### src/rtl/cdb_arbiter.sv
// cdb_arbiter: shares the single common data bus between the result producers
// (src0 = ALU, src1 = load unit, src2 = branch unit). Each source owns a
// one-entry holding register; pending entries win the bus round-robin, one per
// cycle, and the winner is broadcast on a registered CDB.
// Build option: CDB_ARB_LOAD_PRIO_EN gives src1 (load) strict priority over
// the round-robin sources. The option applies only when NSRC > 1.

// Per-source holding register with its accept/ready handshake.
module cdb_hold #(
  parameter int TAG_W  = 4,
  parameter int DATA_W = 32
) (
  input  logic              clk_in,
  input  logic              rst_in,
  input  logic              rdy_in,
  input  logic              flush_in,
  input  logic              req_valid,
  input  logic [TAG_W-1:0]  req_tag,
  input  logic [DATA_W-1:0] req_val,
  input  logic [DATA_W-1:0] req_addr,
  input  logic              grant,
  output logic              req_ready,
  output logic              hv,
  output logic [TAG_W-1:0]  htag,
  output logic [DATA_W-1:0] hval,
  output logic [DATA_W-1:0] haddr
);

  logic acc;

  // An entry being broadcast this cycle frees its slot for a same-edge refill.
  assign req_ready = rdy_in & ~flush_in & (~hv | grant);
  assign acc       = req_valid & req_ready;

  // Valid bit: flush wins. A None tag is swallowed so it never reaches the bus.
  always_ff @(posedge clk_in or negedge rst_in) begin
    if (!rst_in)        hv <= 1'b0;
    else if (flush_in)  hv <= 1'b0;
    else if (acc)       hv <= (req_tag != '0);
    else if (grant)     hv <= 1'b0;
  end

  // Payload capture; the payload is only meaningful while hv is set.
  always_ff @(posedge clk_in or negedge rst_in) begin
    if (!rst_in) begin
      htag  <= '0;
      hval  <= '0;
      haddr <= '0;
    end else if (acc) begin
      htag  <= req_tag;
      hval  <= req_val;
      haddr <= req_addr;
    end
  end

endmodule

module cdb_arbiter #(
  parameter int NSRC   = 3,
  parameter int TAG_W  = 4,
  parameter int DATA_W = 32
) (
  input  logic                   clk_in,
  input  logic                   rst_in,
  input  logic                   rdy_in,
  input  logic                   flush_in,
  input  logic [NSRC-1:0]        req_valid,
  input  logic [NSRC*TAG_W-1:0]  req_tag,
  input  logic [NSRC*DATA_W-1:0] req_val,
  input  logic [NSRC*DATA_W-1:0] req_addr,
  output logic [NSRC-1:0]        req_ready,
  output logic                   cdb_active,
  output logic [TAG_W-1:0]       cdb_tag,
  output logic [DATA_W-1:0]      cdb_val,
  output logic [DATA_W-1:0]      cdb_addr
);

  localparam int PTR_W = (NSRC > 1) ? $clog2(NSRC) : 1;

`ifdef CDB_ARB_LOAD_PRIO_EN
  localparam bit LOAD_PRIO = (NSRC > 1);
`else
  localparam bit LOAD_PRIO = 1'b0;
`endif

  typedef struct packed {
    logic [TAG_W-1:0]  tag;
    logic [DATA_W-1:0] val;
    logic [DATA_W-1:0] addr;
  } cdb_ent_t;

  logic [NSRC-1:0]             hv;
  logic [NSRC-1:0]             grant;
  logic [NSRC-1:0][TAG_W-1:0]  htag;
  logic [NSRC-1:0][DATA_W-1:0] hval;
  logic [NSRC-1:0][DATA_W-1:0] haddr;
  logic [PTR_W-1:0]            last_grant;
  logic [PTR_W-1:0]            gnt_idx;
  logic                        gnt_any;
  cdb_ent_t                    cdb_q;

  for (genvar i = 0; i < NSRC; i++) begin : g_src
    cdb_hold #(
      .TAG_W (TAG_W),
      .DATA_W(DATA_W)
    ) u_hold (
      .clk_in   (clk_in),
      .rst_in   (rst_in),
      .rdy_in   (rdy_in),
      .flush_in (flush_in),
      .req_valid(req_valid[i]),
      .req_tag  (req_tag[i*TAG_W +: TAG_W]),
      .req_val  (req_val[i*DATA_W +: DATA_W]),
      .req_addr (req_addr[i*DATA_W +: DATA_W]),
      .grant    (grant[i]),
      .req_ready(req_ready[i]),
      .hv       (hv[i]),
      .htag     (htag[i]),
      .hval     (hval[i]),
      .haddr    (haddr[i])
    );
  end

  // Pick the first pending entry after last_grant (wrapping); a pending load
  // pre-empts the search when load priority is built in.
  always_comb begin
    int j;
    grant   = '0;
    gnt_idx = last_grant;
    gnt_any = 1'b0;
    j       = 0;
    if (rdy_in && !flush_in) begin
      if (LOAD_PRIO && hv[1]) begin
        gnt_any  = 1'b1;
        gnt_idx  = PTR_W'(1);
        grant[1] = 1'b1;
      end
      for (int k = 1; k <= NSRC; k++) begin
        j = (int'(last_grant) + k) % NSRC;
        if (!gnt_any && hv[j] && !(LOAD_PRIO && j == 1)) begin
          gnt_any  = 1'b1;
          gnt_idx  = PTR_W'(j);
          grant[j] = 1'b1;
        end
      end
    end
  end

  // Registered broadcast. Payload holds when idle; load grants under strict
  // priority leave the rotation pointer alone.
  always_ff @(posedge clk_in or negedge rst_in) begin
    if (!rst_in) begin
      cdb_active <= 1'b0;
      cdb_q      <= '0;
      last_grant <= PTR_W'(NSRC - 1);
    end else if (gnt_any) begin
      cdb_active <= 1'b1;
      cdb_q      <= '{tag: htag[gnt_idx], val: hval[gnt_idx], addr: haddr[gnt_idx]};
      if (!(LOAD_PRIO && gnt_idx == PTR_W'(1)))
        last_grant <= gnt_idx;
    end else begin
      cdb_active <= 1'b0;
    end
  end

  assign cdb_tag  = cdb_q.tag;
  assign cdb_val  = cdb_q.val;
  assign cdb_addr = cdb_q.addr;

endmodule

### config.mk
export PLATFORM = sky130hd
export DESIGN_NAME = cdb_arbiter
export DESIGN_NICKNAME = d
export VERILOG_FILES = /design/src/rtl/cdb_arbiter.sv
export SDC_FILE = /design/constraint.sdc
export NUM_CORES = 1
export LEC_CHECK = 0
export ABC_CLOCK_PERIOD_IN_PS = 6900
export CAP_MARGIN = 20
export CORE_MARGIN = 1.5
export CORE_UTILIZATION = 54
export CTS_BUF_LIST = sky130_fd_sc_hd__clkbuf_16
export CTS_CLUSTER_SIZE = 20
export DETAILED_ROUTE_END_ITERATION = 7
export PLACE_DENSITY = 0.84
export SYNTH_ARGS = -nofsm -noshare
export SYNTH_HDL_FRONTEND = slang
export SYNTH_SLANG_ARGS = --single-unit
### constraint.sdc
create_clock -name clk_in -period 6.9 [get_ports clk_in]
set_input_delay 0.69 -clock clk_in [delete_from_list [all_inputs] [get_ports clk_in]]
set_output_delay 0.69 -clock clk_in [all_outputs]
set_load 0.1 [all_outputs]
# Word level (Yosys, flattened, before mapping)
# Index checks and enable logic that the tools add are counted.
dict set report totals {
  register_bits 278
  input_bits 211
}
dict set report op_classes {
  n_addsub 3
  div 3
  magnitude_cmp 7
  muxes 47
  bitwise 16
  reduce_logical 15
}
# cell n
set op_table {}
lappend op_table {{binary-select mux 32 bit (select 2 bit)} 2}
lappend op_table {{>= comparator 32 x 1 -> 1 bit, second input constant} 3}
lappend op_table {{< comparator 32 x 4 -> 1 bit, second input constant} 3}
lappend op_table {{modulo 32 x 3 -> 32 bit, second input constant} 3}
lappend op_table {{two-way mux 32 bit} 2}
lappend op_table {{two-way mux 1 bit} 25}
lappend op_table {{two-way mux 3 bit} 6}
lappend op_table {{nonzero test 4 bit} 3}
lappend op_table {{nonzero test 3 bit} 3}
lappend op_table {{binary-select mux 4 bit (select 2 bit)} 1}
lappend op_table {{two-way mux 2 bit} 4}
lappend op_table {{bitwise AND 1 bit} 7}
lappend op_table {{adder 2 x 2 -> 3 bit, second input constant} 2}
lappend op_table {{binary-select mux 1 bit (select 2 bit)} 3}
lappend op_table {{demux 1 bit (select 2 bit)} 3}
lappend op_table {{logical AND 1 bit} 6}
lappend op_table {{bitwise OR 3 bit} 2}
lappend op_table {{two-way mux 4 bit} 1}
lappend op_table {{NOT 1 bit} 4}
lappend op_table {{adder 2 x 1 -> 3 bit, second input constant} 1}
lappend op_table {{zero test 1 bit} 3}
lappend op_table {{< comparator 2 x 3 -> 1 bit, second input constant} 1}
lappend op_table {{bitwise OR 1 bit} 3}

# Depth between registers and ports, before layout
# Gate-level depths: netlist of the first run.
dict set report logic_depth {
  ltp_word 20
  ltp_mapped 12
}

# Hierarchy
# From an unflattened synthesis of the first run, not the netlist that was laid out.
dict set report unflattened {
  cells_unflattened 781
  area_unflattened_um2 11825.1
}
# module instances cells_per_inst area_each_um2 seq_area_each_um2
set by_module_without_submodules {}
lappend by_module_without_submodules {cdb_hold 3 150 2680.1 1726.7}
lappend by_module_without_submodules {cdb_arbiter 1 331 3784.9 1778.0}

# Worst setup path before layout of the first run
# OpenSTA, ideal clock, no wires.
dict set report synth_timing {
  path_type {reg2out}
  start {reg last_grant[0]}
  end {out req_ready[1]}
  arrival_time_ps 1951
  t_required_ps 6210
  slack_ps 4259
  stages_incl_launch_ff 11
  n_path_buf 3
  cell_sequence {dfrtp_1 > inv_1 > ha_1 > buf_2 > buf_2 > nand2_1 > o22ai_1 > o211ai_1 > o211a_1 > a21oi_1 > buf_4}
}
dict set report synth_via {
  elab_chain_len 17
  elab_cells_between_ends 48
  classes_between {3 x add/sub; 3 x div; 6 x order compare; 25 x mux; 4 x bitwise; 7 x reduce/logical}
}
# item line_no
set synth_rtl {}
lappend synth_rtl {{from (decl)} 97} ;# logic [PTR_W-1:0] last_grant;
lappend synth_rtl {{from (signal assigned)} 155} ;# last_grant <= PTR_W'(NSRC - 1);
lappend synth_rtl {{from (signal assigned)} 160} ;# last_grant <= gnt_idx;
lappend synth_rtl {{parallel branches: the longest is 13 deep, another holds modulo 32 x 3 -> 32 bit} --}
lappend synth_rtl {{two-way mux 3 bit (*)} 140} ;# if (!gnt_any && hv[j] && !(LOAD_PRIO && j == 1)) begin
lappend synth_rtl {{two-way mux 3 bit (*)} 132} ;# if (rdy_in && !flush_in) begin
lappend synth_rtl {{bitwise OR 1 bit (*)} 32} ;# assign req_ready = rdy_in & ~flush_in & (~hv | grant);
lappend synth_rtl {{bitwise AND 1 bit (*)} 32}
lappend synth_rtl {{to (decl)} 71} ;# output logic [NSRC-1:0] req_ready,
# Mark *: on every way between the ends. The select of a mux whose other input is x is not followed.

# Worst setup path in the final report of the first run
# Ends and elaborated chain as after synthesis.

==> results of run 1 <==
## power by group through the flow
stage               Sequential (mW)  Clock [mW]  Combinational, mW
floorplan                      3.90           0              0.981
global placement               2.48           0               3.18
detailed placement             2.50           0               3.25
CTS                            2.49        1.53               3.26
global route                   2.55        1.60               3.39
finish                         2.48        1.50               3.24
## logic make-up after synthesis
group | after synthesis
AOI/OAI and AO/OA | 175
xor gates and xnor gates | 1
adders and majority gates | 5
buffers and inverters | 80
DFF | 278
muxes | 246
and+or+nand+nor | 126
## through the flow
| step | hold WS [ns] | utilization, % | power [mW] | instances | setup slack [ns] |
|---|---|---|---|---|---|
| after floorplan | 0.394 | - | 4.88 | 911 | 4.26 |
| after global placement | 0.480 | 68.4 | 5.66 | 1409 | 3.06 |
| after detailed placement | 0.486 | 68.4 | 5.75 | 1409 | 2.94 |
| after CTS | 0.305 | 72.6 | 7.28 | 1462 | 2.42 |
| after global routing | 0.334 | 72.6 | 7.54 | 1463 | 2.17 |
| final | 0.225 | 72.6 | 7.23 | 1463 | 2.43 |
## worst max path at each step
| stage | start | to |
|---|---|---|
| global placement | last_grant[0]$_DFFE_PN0P_ | req_ready[2] |
| finish | last_grant[0]$_DFFE_PN0P_ | req_ready[1] |
| detailed placement | last_grant[0]$_DFFE_PN0P_ | g_src[1].u_hold.haddr[0]$_DFFE_PN0P_ |
| global route | last_grant[0]$_DFFE_PN0P_ | req_ready[1] |
| CTS | last_grant[0]$_DFFE_PN0P_ | req_ready[1] |
| floorplan | last_grant[0]$_DFFE_PN0P_ | req_ready[1] |
## metal layers
layer	global-route usage, %	up-vias
met5	0	-
met2	43.4	289
met4	8.75	0
met1	34.1	4271
met3	5.97	65
li1	-	3843
## cell usage in the layout (no fill, tap or decap), types with 10 or more instances in the layout
cell type        netlist  layout
clkdlybuf4s50_1        0     281
dfrtp_1              277     277
mux2_2               204     204
o21ai_0               66      66
and3_1                58      58
mux2i_1               42      42
a22oi_1               40      40
nand2_1               39      38
o32a_1                29      29
clkbuf_16              0      29
inv_1                  5      11
a21oi_1               13      11
o21ai_1               10      10
## worst reg2reg max path: stages (launching register included)
cell and delay (ns):
dfrtp_1 0.41, inv_1 0.11, ha_1 0.65, nor2b_1 0.22, and3_1 0.20, o21ai_0 0.10, o211a_1 0.19, a21oi_4 0.84
buf_4 0.70, mux2_2 0.44
## state kept, by name, indices dropped and copies added (netlist names)
name / flops
g_src.u_hold.htag: 12
g_src.u_hold.haddr: 96
cdb_val: 32
cdb_addr: 32
cdb_tag: 4
g_src.u_hold.hv: 3
last_grant: 2
g_src.u_hold.hval: 96
cdb_active: 1
## layout make-up
type / instances / area (um^2)
repair buffers: 292 / 2920
well taps: 280 / 350
fillers: 1509 / 5990
clock inverters: 24 / 186
clock buffers: 29 / 726
diodes: 1 / 2.50
flip-flops and latches: 278 / 6960
multi-input cells: 553 / 4730
inverters: 6 / 27.5
==> flow_metrics.tcl, run 1 <==
set metrics [dict create \
    synth_top_family_by_area "multiplexers" \
    async_flop_share_pct 100 \
    wl_met1_mm 12.2 \
    r2r-end "g_src[1].u_hold.haddr[10]$_DFFE_PN0P_" \
    grt_pass1_vias 9039 \
    p_sw_mw 3.14 \
    hold_class "in2async" \
    yosys.area_share.simple_pct 5.75 \
    p_seq_share_pct 34.4 \
    slew_headroom_pct 27.9 \
    worst_pin_slew_ns 1.08 \
    avgSynthCellArea_um2 13.3 \
    cts_setup_buffers 0 \
    final_max_slew_viol_count 0 \
    cts_max_level 1 \
    cp_max_fo 18 \
    ys_ff_latch 278 \
    drive_above_1_share_pct 22.4 \
    routed-wl-met3_mm 2.11 \
    crit_buf_inv 2 \
    drt_first_pass_iters 4 \
    wire_per_inst_um 20.7 \
    post-route-drc-count 0 \
    place_congestion 0.800 \
    fp.coreArea_um2 21900 \
    yosysMostFrequentCell "dfrtp_1" \
    cts_tree "done" \
    outcome "finished clean" \
    clock_latency_ns 0.54 \
    ir_drop_mv 0.390 \
    cp_slowest_stage_delay_ns 1.17 \
    grt_overflow 0 \
    port_buffers 282 \
    clk_pin_slew_ns 0.06 \
    arrival_ns 3.78 \
    yosys-top-cells-count "dfrtp_1, mux2_2, o21ai_0" \
    ctsHoldBuffers 0 \
    worstReg2RegStart "last_grant[0]$_DFFE_PN0P_" \
    yosys.area.top_type "dfrtp_1" \
    reg2reg_slack_ns 2.93 \
    synth_fa_ha_area_share_pct 0.508 \
    area_growth_pct 31.6 \
    cp.depth 8 \
    num-nets-final 1375 \
    synth_fp_nets 1126 \
    cp-end-kind "output port" \
    yosys.area_share.xor_xnor_pct 0.0725 \
    postRouteAntennaNets 0 \
    topRoutingLayerUsed "met4" \
    final_cell_area_um2 15900 \
    synth-edff-count 0 \
    ys_top_cells_by_area "dfrtp_1, mux2_2, mux2i_1" \
    fin_crit_ns 4.47 \
    critical_path_class "reg2out" \
    switching_share_pct 43.5 \
    rsz0062_at_grt "no" \
    drt_iter0_drc 431 \
    cp-start-kind "flip-flop" \
    p_per_area_nw_per_um2 455 \
    grt_start_max_net_pins 146 \
    leakage_nw 6.82 \
    comb_power_share_pct 44.9 \
    synth_compound_area_share_pct 9.93 \
    yosys.cell_types.count 48 \
    hold_viol_final 0 \
    io_pins 283 \
    totalWireLength_mm 30.4 \
    power.internal_mw 4.08 \
    netlist_instances 911 \
    met2WireLength_mm 15.1 \
    viasPerCell 5.79 \
    synth-main-ff-cell "dfrtp_1" \
    numCtsBuffers 29 \
    netlist.area_leader.share_pct 57.4 \
    placementRows 54 \
    place_area_um2 15000 \
    fmax_mhz 224 \
    yosysWarnings 0 \
    crit_required_ns 6.21 \
    cts_resized 0 \
    synthesis.area_um2 12100 \
    yosysSeqAreaShare_pct 57.6 \
    post-route-period-util_pct 64.8 \
    hpwl_mm 19.3 \
    die_area_um2 23300 \
    critical_path.top_delay_family "buffers and inverters" \
    finClkSkew_ns 0.0106 \
    synthMuxAreaShare_pct 22.5 \
    clock-sinks 278 \
    grt_pass1_wl_mm 49.0 \
    reg2regPathDepth 9 \
    cp_cell_sequence "inv_1 -> ha_1 -> nor2b_1 -> and3_1 -> o21ai_0 -> o211a_1 -> a21oi_1 -> clkdlybuf4s50_1" \
    setup_violations 0 \
    cts_root_buffer "clkbuf_16" \
    clock_power_share_pct 20.8 \
    grt_usage_pct 26.2 \
    die_y_um 153 \
    maxCapViolations 0 \
    start_util_pct 55.2 \
    critPathSlowestCell "clkdlybuf4s50_1" \
    vias 8468 \
    antenna_found_initial 2 \
    finalSetupTns_ns 0 \
    fp.dieW_um 153 \
    clk_path_buf_depth 3 \
]
No activity file was read; power rests on OpenSTA's default activity.
==> run 2, diff against run 1 <==
==> config.mk (replaced) <==
export PLATFORM = sky130hd
export DESIGN_NAME = cdb_arbiter
export DESIGN_NICKNAME = d
export VERILOG_FILES = /design/src/rtl/cdb_arbiter.sv
export SDC_FILE = /design/constraint.sdc
export NUM_CORES = 1
export LEC_CHECK = 0
export ABC_CLOCK_PERIOD_IN_PS = 3850
export CAP_MARGIN = 20
export CORE_MARGIN = 1.5
export CORE_UTILIZATION = 45
export CTS_BUF_LIST = sky130_fd_sc_hd__clkbuf_16
export CTS_CLUSTER_SIZE = 20
export DETAILED_ROUTE_END_ITERATION = 7
export PLACE_DENSITY = 0.74
export SYNTH_ARGS = -nofsm -noshare
export SYNTH_HDL_FRONTEND = slang
export SYNTH_SLANG_ARGS = --single-unit
==> constraint.sdc (replaced) <==
create_clock -name clk_in -period 3.85 [get_ports clk_in]
set_input_delay 0.385 -clock clk_in [delete_from_list [all_inputs] [get_ports clk_in]]
set_output_delay 0.385 -clock clk_in [all_outputs]
set_load 0.1 [all_outputs]
==> run 2 against run 1 <==
Compared with the run above:
- the run now ends with design-rule violations left
- routed wire length rose by 3.9%
- non-clock buffer count rose by 11
- die area rose by 20%
- critical endpoint is now req_ready[0]
- largest cell class unchanged
==> flow_metrics.tcl, run 2 (synthesis results as in run 1) <==
set metrics [dict create \
    outcome "finished, violations left" \
    violations "design-rule violations" \
    grt_start_max_net_pins 111 \
    setup_violations 0 \
    totalWireLength_mm 31.5 \
    final_max_slew_viol_count 0 \
    layout_commonest_cell "clkdlybuf4s50_1" \
    maxCapViolations 0 \
    worst_pin_slew_ns 1.07 \
    hold_viol_final 0 \
    num-nets-final 1387 \
    cts_tree "done" \
    power.total_mw 13.1 \
    drt_iter0_drc 493 \
    clock_latency_ns 0.56 \
    post-route-drc-count 13 \
    grt_usage_pct 22.6 \
    wire_per_inst_um 20.5 \
    cp-end-kind "output port" \
    cts_resized 0 \
    die_y_um 167 \
    die_area_um2 27800 \
    postRouteAntennaNets 0 \
    area_growth_pct 33.9 \
    drive_above_1_share_pct 23.5 \
    multiInputGateArea_um2 4730 \
    cp_max_fo 18 \
    finalSetupTns_ns 0 \
    min_from "req_valid[2]" \
    slew_headroom_pct 28.5 \
    clock-sinks 278 \
    grt_pass1_wl_mm 49.7 \
    placementRows 59 \
    final_cell_mix "clkdlybuf4s50_1, dfrtp_1, mux2_2" \
    drt_first_pass_iters 8 \
    fp.dieW_um 167 \
    port_buffers 282 \
    p_per_area_nw_per_um2 807 \
    area.sequential_um2 6960 \
    grt_pass1_vias 9035 \
    arrival_ns 3.06 \
    fmax_mhz 290 \
    whs_endpoint "g_src[2].u_hold.hv$_DFFE_PN0P_" \
    finClkSkew_ns 0.0119 \
    rsz0062_at_grt "no" \
    crit_required_ns 3.46 \
    fp.coreArea_um2 26200 \
    cp-start-kind "flip-flop" \
    r2r-end "cdb_val[9]$_DFFE_PN0P_" \
    viasPerCell 5.56 \
    cts_root_buffer "clkbuf_16" \
    ir_drop_mv 0.567 \
    reg2reg_slack_ns 0.46 \
    hold_class "in2reg" \
    start_util_pct 46.1 \
    numCtsBuffers 30 \
    hpwl_mm 20.6 \
    grt_overflow 0 \
    vias 8529 \
    antenna_found_initial 5 \
    critical_path_class "reg2out" \
    leakage_nw 6.92 \
    clk_pin_slew_ns 0.06 \
    reg2regPathDepth 10 \
    whs_path_depth 3 \
    cts_max_level 1 \
    worstReg2RegStart "last_grant[0]$_DFFE_PN0P_" \
    io_pins 283 \
    fin_crit_ns 3.44 \
    top_regs "g_src.u_hold.haddr x96, g_src.u_hold.hval x96" \
    postLayoutCoreUtil_pct 61.7 \
    place_congestion 0.852 \
    clk_path_buf_depth 3 \
    post-route-period-util_pct 89.5 \
    fillers 2025 \
]
run 2: changes by cell type in the layout (fill, tap and decap cells not counted), moves of 2 or more:
cell	before	now
buf_12	1	8
buf_4	9	15
diode_2	1	5
clkdlybuf4s50_1	281	278
clkinv_2	3	6
inv_6	2	0
run 2: repair_timing:
action / in CTS / in global routing
hold buffers: 1 / 0
buffers inserted: 0 / 0
hold endpoints to repair: 89 / 0
run 2: how the worst max path moves through the flow:
stage / startpoint / end / slack [ns] / cells after the start
after CTS: last_grant[0]$_DFFE_PN0P_ / g_src[0].u_hold.hval[24]$_DFFE_PN0P_ / 0.32 / 9
after detailed placement: last_grant[0]$_DFFE_PN0P_ / g_src[0].u_hold.hval[16]$_DFFE_PN0P_ / 0.32 / 9
after global placement: last_grant[0]$_DFFE_PN0P_ / g_src[0].u_hold.hval[3]$_DFFE_PN0P_ / 0.38 / 9
final: last_grant[0]$_DFFE_PN0P_ / req_ready[0] / 0.41 / 8
after global routing: last_grant[0]$_DFFE_PN0P_ / req_ready[0] / 0.23 / 8
after floorplan: last_grant[1]$_DFFE_PN1P_ / cdb_addr[17]$_DFFE_PN0P_ / 1.25 / 12
run 2: stage by stage:
step	hold WS, ns	cells	instance area (um^2)	setup slack, ns
floorplan	0.0894	911	12100	1.25
global placement	0.464	1473	15200	0.380
detailed placement	0.469	1473	15200	0.320
CTS	0.417	1529	16100	0.319
global route	0.424	1535	16200	0.226
finish	0.434	1535	16200	0.406
run 2: worst max-delay path, stage by stage (launching register included):
cell and delay (ns):
dfrtp_1 0.40, inv_1 0.10, ha_1 0.65, mux2i_1 0.29, o2bb2ai_1 0.10, a32o_1 0.20, a21oi_1 0.31, a21oi_1 0.18
buf_4 0.27
run 2: cell type report:
cell class / instances / share of cell area, %
flip-flops and latches: 278 / 43.0
well taps: 335 / 2.59
multi-input cells: 553 / 29.2
diodes: 5 / 0.0774
clock buffers: 30 / 4.64
repair buffers: 303 / 19.0
clock inverters: 25 / 1.21
inverters: 6 / 0.170
run 2: per-layer routing:
| metal | part of all wire, % | track usage, % | up-vias |
|---|---|---|---|
| met5 | 0 | 0 | - |
| met4 | 3.4 | 9.05 | 0 |
| met3 | 6.3 | 5.47 | 77 |
| met2 | 49 | 37.5 | 242 |
| met1 | 41 | 28.4 | 4334 |
| li1 | - | - | 3876 |
run 2: power breakdown:
group	total [mW]	switching, mW	internal [mW]
clock network	2.77	1.17	1.61
logic	5.85	3.96	1.89
registers	4.44	0.537	3.90
total	13.1	5.66	7.40
==> run 3, diff against run 2 <==
--- a/config.mk
+++ b/config.mk
@@ -10,8 +10,9 @@
 export CORE_MARGIN = 1.5
 export CORE_UTILIZATION = 45
 export CTS_BUF_LIST = sky130_fd_sc_hd__clkbuf_16
-export CTS_CLUSTER_SIZE = 20
+export CTS_CLUSTER_SIZE = 14
 export DETAILED_ROUTE_END_ITERATION = 7
+export MAX_ROUTING_LAYER = met4
 export PLACE_DENSITY = 0.74
 export SYNTH_ARGS = -nofsm -noshare
 export SYNTH_HDL_FRONTEND = slang
==> run 3 against run 2 <==
Compared with the run above:
- the run still ends with design-rule violations left
- maximum frequency is 0.25% higher
- sequential share of layout area unchanged
- non-clock buffer count did not move
- sequential power about the same
- critical path depth unchanged
- first-iteration DRC count is 1.8% lower
- largest cell class unchanged
==> flow_metrics.tcl, run 3 (synthesis results as in run 1) <==
set metrics [dict create \
    grt_pass1_wl_mm 49.6 \
    dp_slack_ns 0.320 \
    arrival_ns 3.05 \
    wire_per_inst_um 20.6 \
    slew_headroom_pct 28.5 \
    antenna_found_initial 5 \
    port_buffers 282 \
    clk_pin_slew_ns 0.06 \
    top_regs "g_src.u_hold.haddr x96, g_src.u_hold.hval x96" \
    numCtsBuffers 30 \
    rsz0062_at_grt "no" \
    final_max_slew_viol_count 0 \
    totalWireLength_mm 31.6 \
    power.total_mw 13.1 \
    reg2reg_slack_ns 0.46 \
    cp-end-kind "output port" \
    post-route-drc-count 13 \
    leakage_nw 6.92 \
    cp_max_fo 18 \
    crit_path_start "last_grant[0]$_DFFE_PN0P_" \
    endpoint "req_ready[0]" \
    drt_first_pass_iters 8 \
    cts_root_buffer "clkbuf_16" \
    cp-start-kind "flip-flop" \
    p_sw_mw 5.66 \
    fp.coreArea_um2 26200 \
    postRouteAntennaNets 0 \
    hold_class "in2reg" \
    outcome "finished, violations left" \
    die_area_um2 27800 \
    critical_path_class "reg2out" \
    hpwl_mm 20.6 \
    maxCapViolations 0 \
    cts_tree "done" \
    fp.dieW_um 167 \
    power.internal_mw 7.40 \
    setup_violations 0 \
    num-nets-final 1387 \
    place_congestion 0.865 \
    drive_above_1_share_pct 23.5 \
    comb_power_share_pct 44.8 \
    crit_required_ns 3.46 \
    ir_drop_mv 0.567 \
    violations "design-rule violations" \
    fmax_mhz 291 \
    clock_latency_ns 0.56 \
    worst_pin_slew_ns 1.07 \
    fin_ws_ns 0.414 \
    cts_resized 0 \
    layout_commonest_cell "clkdlybuf4s50_1" \
    viasPerCell 5.57 \
    final_cell_mix "clkdlybuf4s50_1, dfrtp_1, mux2_2" \
    post-route-period-util_pct 89.2 \
    grt_overflow 0 \
    finClkSkew_ns 0.0121 \
    clk_path_buf_depth 3 \
    clock-sinks 278 \
    hold_viol_final 0 \
    cts_setup_buffers 0 \
    area_growth_pct 33.9 \
    die_y_um 167 \
    placementRows 59 \
    clock_power_share_pct 21.2 \
    fin_crit_ns 3.44 \
    grt_usage_pct 23.3 \
    start_util_pct 46.1 \
    fillers 2025 \
    grt_pass1_vias 9051 \
    worstReg2RegStart "last_grant[0]$_DFFE_PN0P_" \
    switching_share_pct 43.3 \
    p_seq_share_pct 34.0 \
    drt_iter0_drc 484 \
    cts_max_level 1 \
    finalSetupTns_ns 0 \
    final_cell_area_um2 16200 \
    grt_start_max_net_pins 111 \
    place_area_um2 15200 \
    vias 8551 \
    io_pins 283 \
    p_per_area_nw_per_um2 807 \
    r2r-end "cdb_val[9]$_DFFE_PN0P_" \
    reg2regPathDepth 10 \
]
run 3: cell counts in the layout (fill, tap and decap cells not counted):
No cell type changed its count.
run 3: worst min-delay path by stage:
stage	start	end	cells past startpoint
floorplan	rst_in	cdb_active$_DFF_PN0_	0
global placement	rst_in	g_src[1].u_hold.haddr[14]$_DFFE_PN0P_	1
detailed placement	rst_in	cdb_addr[14]$_DFFE_PN0P_	1
CTS	req_val[36]	g_src[1].u_hold.hval[4]$_DFFE_PN0P_	2
global route	req_addr[88]	g_src[2].u_hold.haddr[24]$_DFFE_PN0P_	2
finish	req_valid[2]	g_src[2].u_hold.hv$_DFFE_PN0P_	3
run 3: power by group through the flow:
stage	clock (mW)	sequential, mW	combinational [mW]
detailed placement	0	4.49	5.86
global placement	0	4.45	5.78
floorplan	0	6.99	1.76
global route	2.94	4.56	6.12
CTS	2.82	4.45	5.88
finish	2.77	4.44	5.85
run 3: layer usage:
metal	part of all wire (%)	vias up	wire [um]	track usage, %
met2	50	244	15700	37.4
met1	42	4353	13200	29.0
li1	-	3879	-	-
met5	0	-	0	-
met3	5.6	75	1760	4.73
met4	3.2	0	1020	9.05
run 3: cell type report:
class / instances / area [um^2] / share of cell area, %
timing repair buffer: 303 / 3080 / 19.0
tap: 335 / 419 / 2.59
clock buffer: 30 / 751 / 4.64
clock inverter: 25 / 196 / 1.21
sequential: 278 / 6960 / 43.0
antenna: 5 / 12.5 / 0.0774
multi-input combinational: 553 / 4730 / 29.2
inverter: 6 / 27.5 / 0.170
run 3: critical path: stages (launching register included):
cell	delay, ns
dfrtp_1	0.41
inv_1	0.10
ha_1	0.65
mux2i_1	0.29
o2bb2ai_1	0.10
a32o_1	0.20
a21oi_1	0.30
a21oi_1	0.17
buf_4	0.27
run 3: through the flow:
step,util [%],cells,hold WS [ns]
floorplan,-,911,0.0894
global placement,57.9,1473,0.464
detailed placement,57.9,1473,0.469
CTS,61.6,1529,0.417
global route,61.7,1535,0.425
finish,61.7,1535,0.436
run 3: timing repair:
| action | in CTS | in global routing |
|---|---|---|
| hold buffers | 1 | 0 |
| endpoints found under the hold margin | 89 | 0 |
| endpoints found under the setup margin | 0 | 0 |
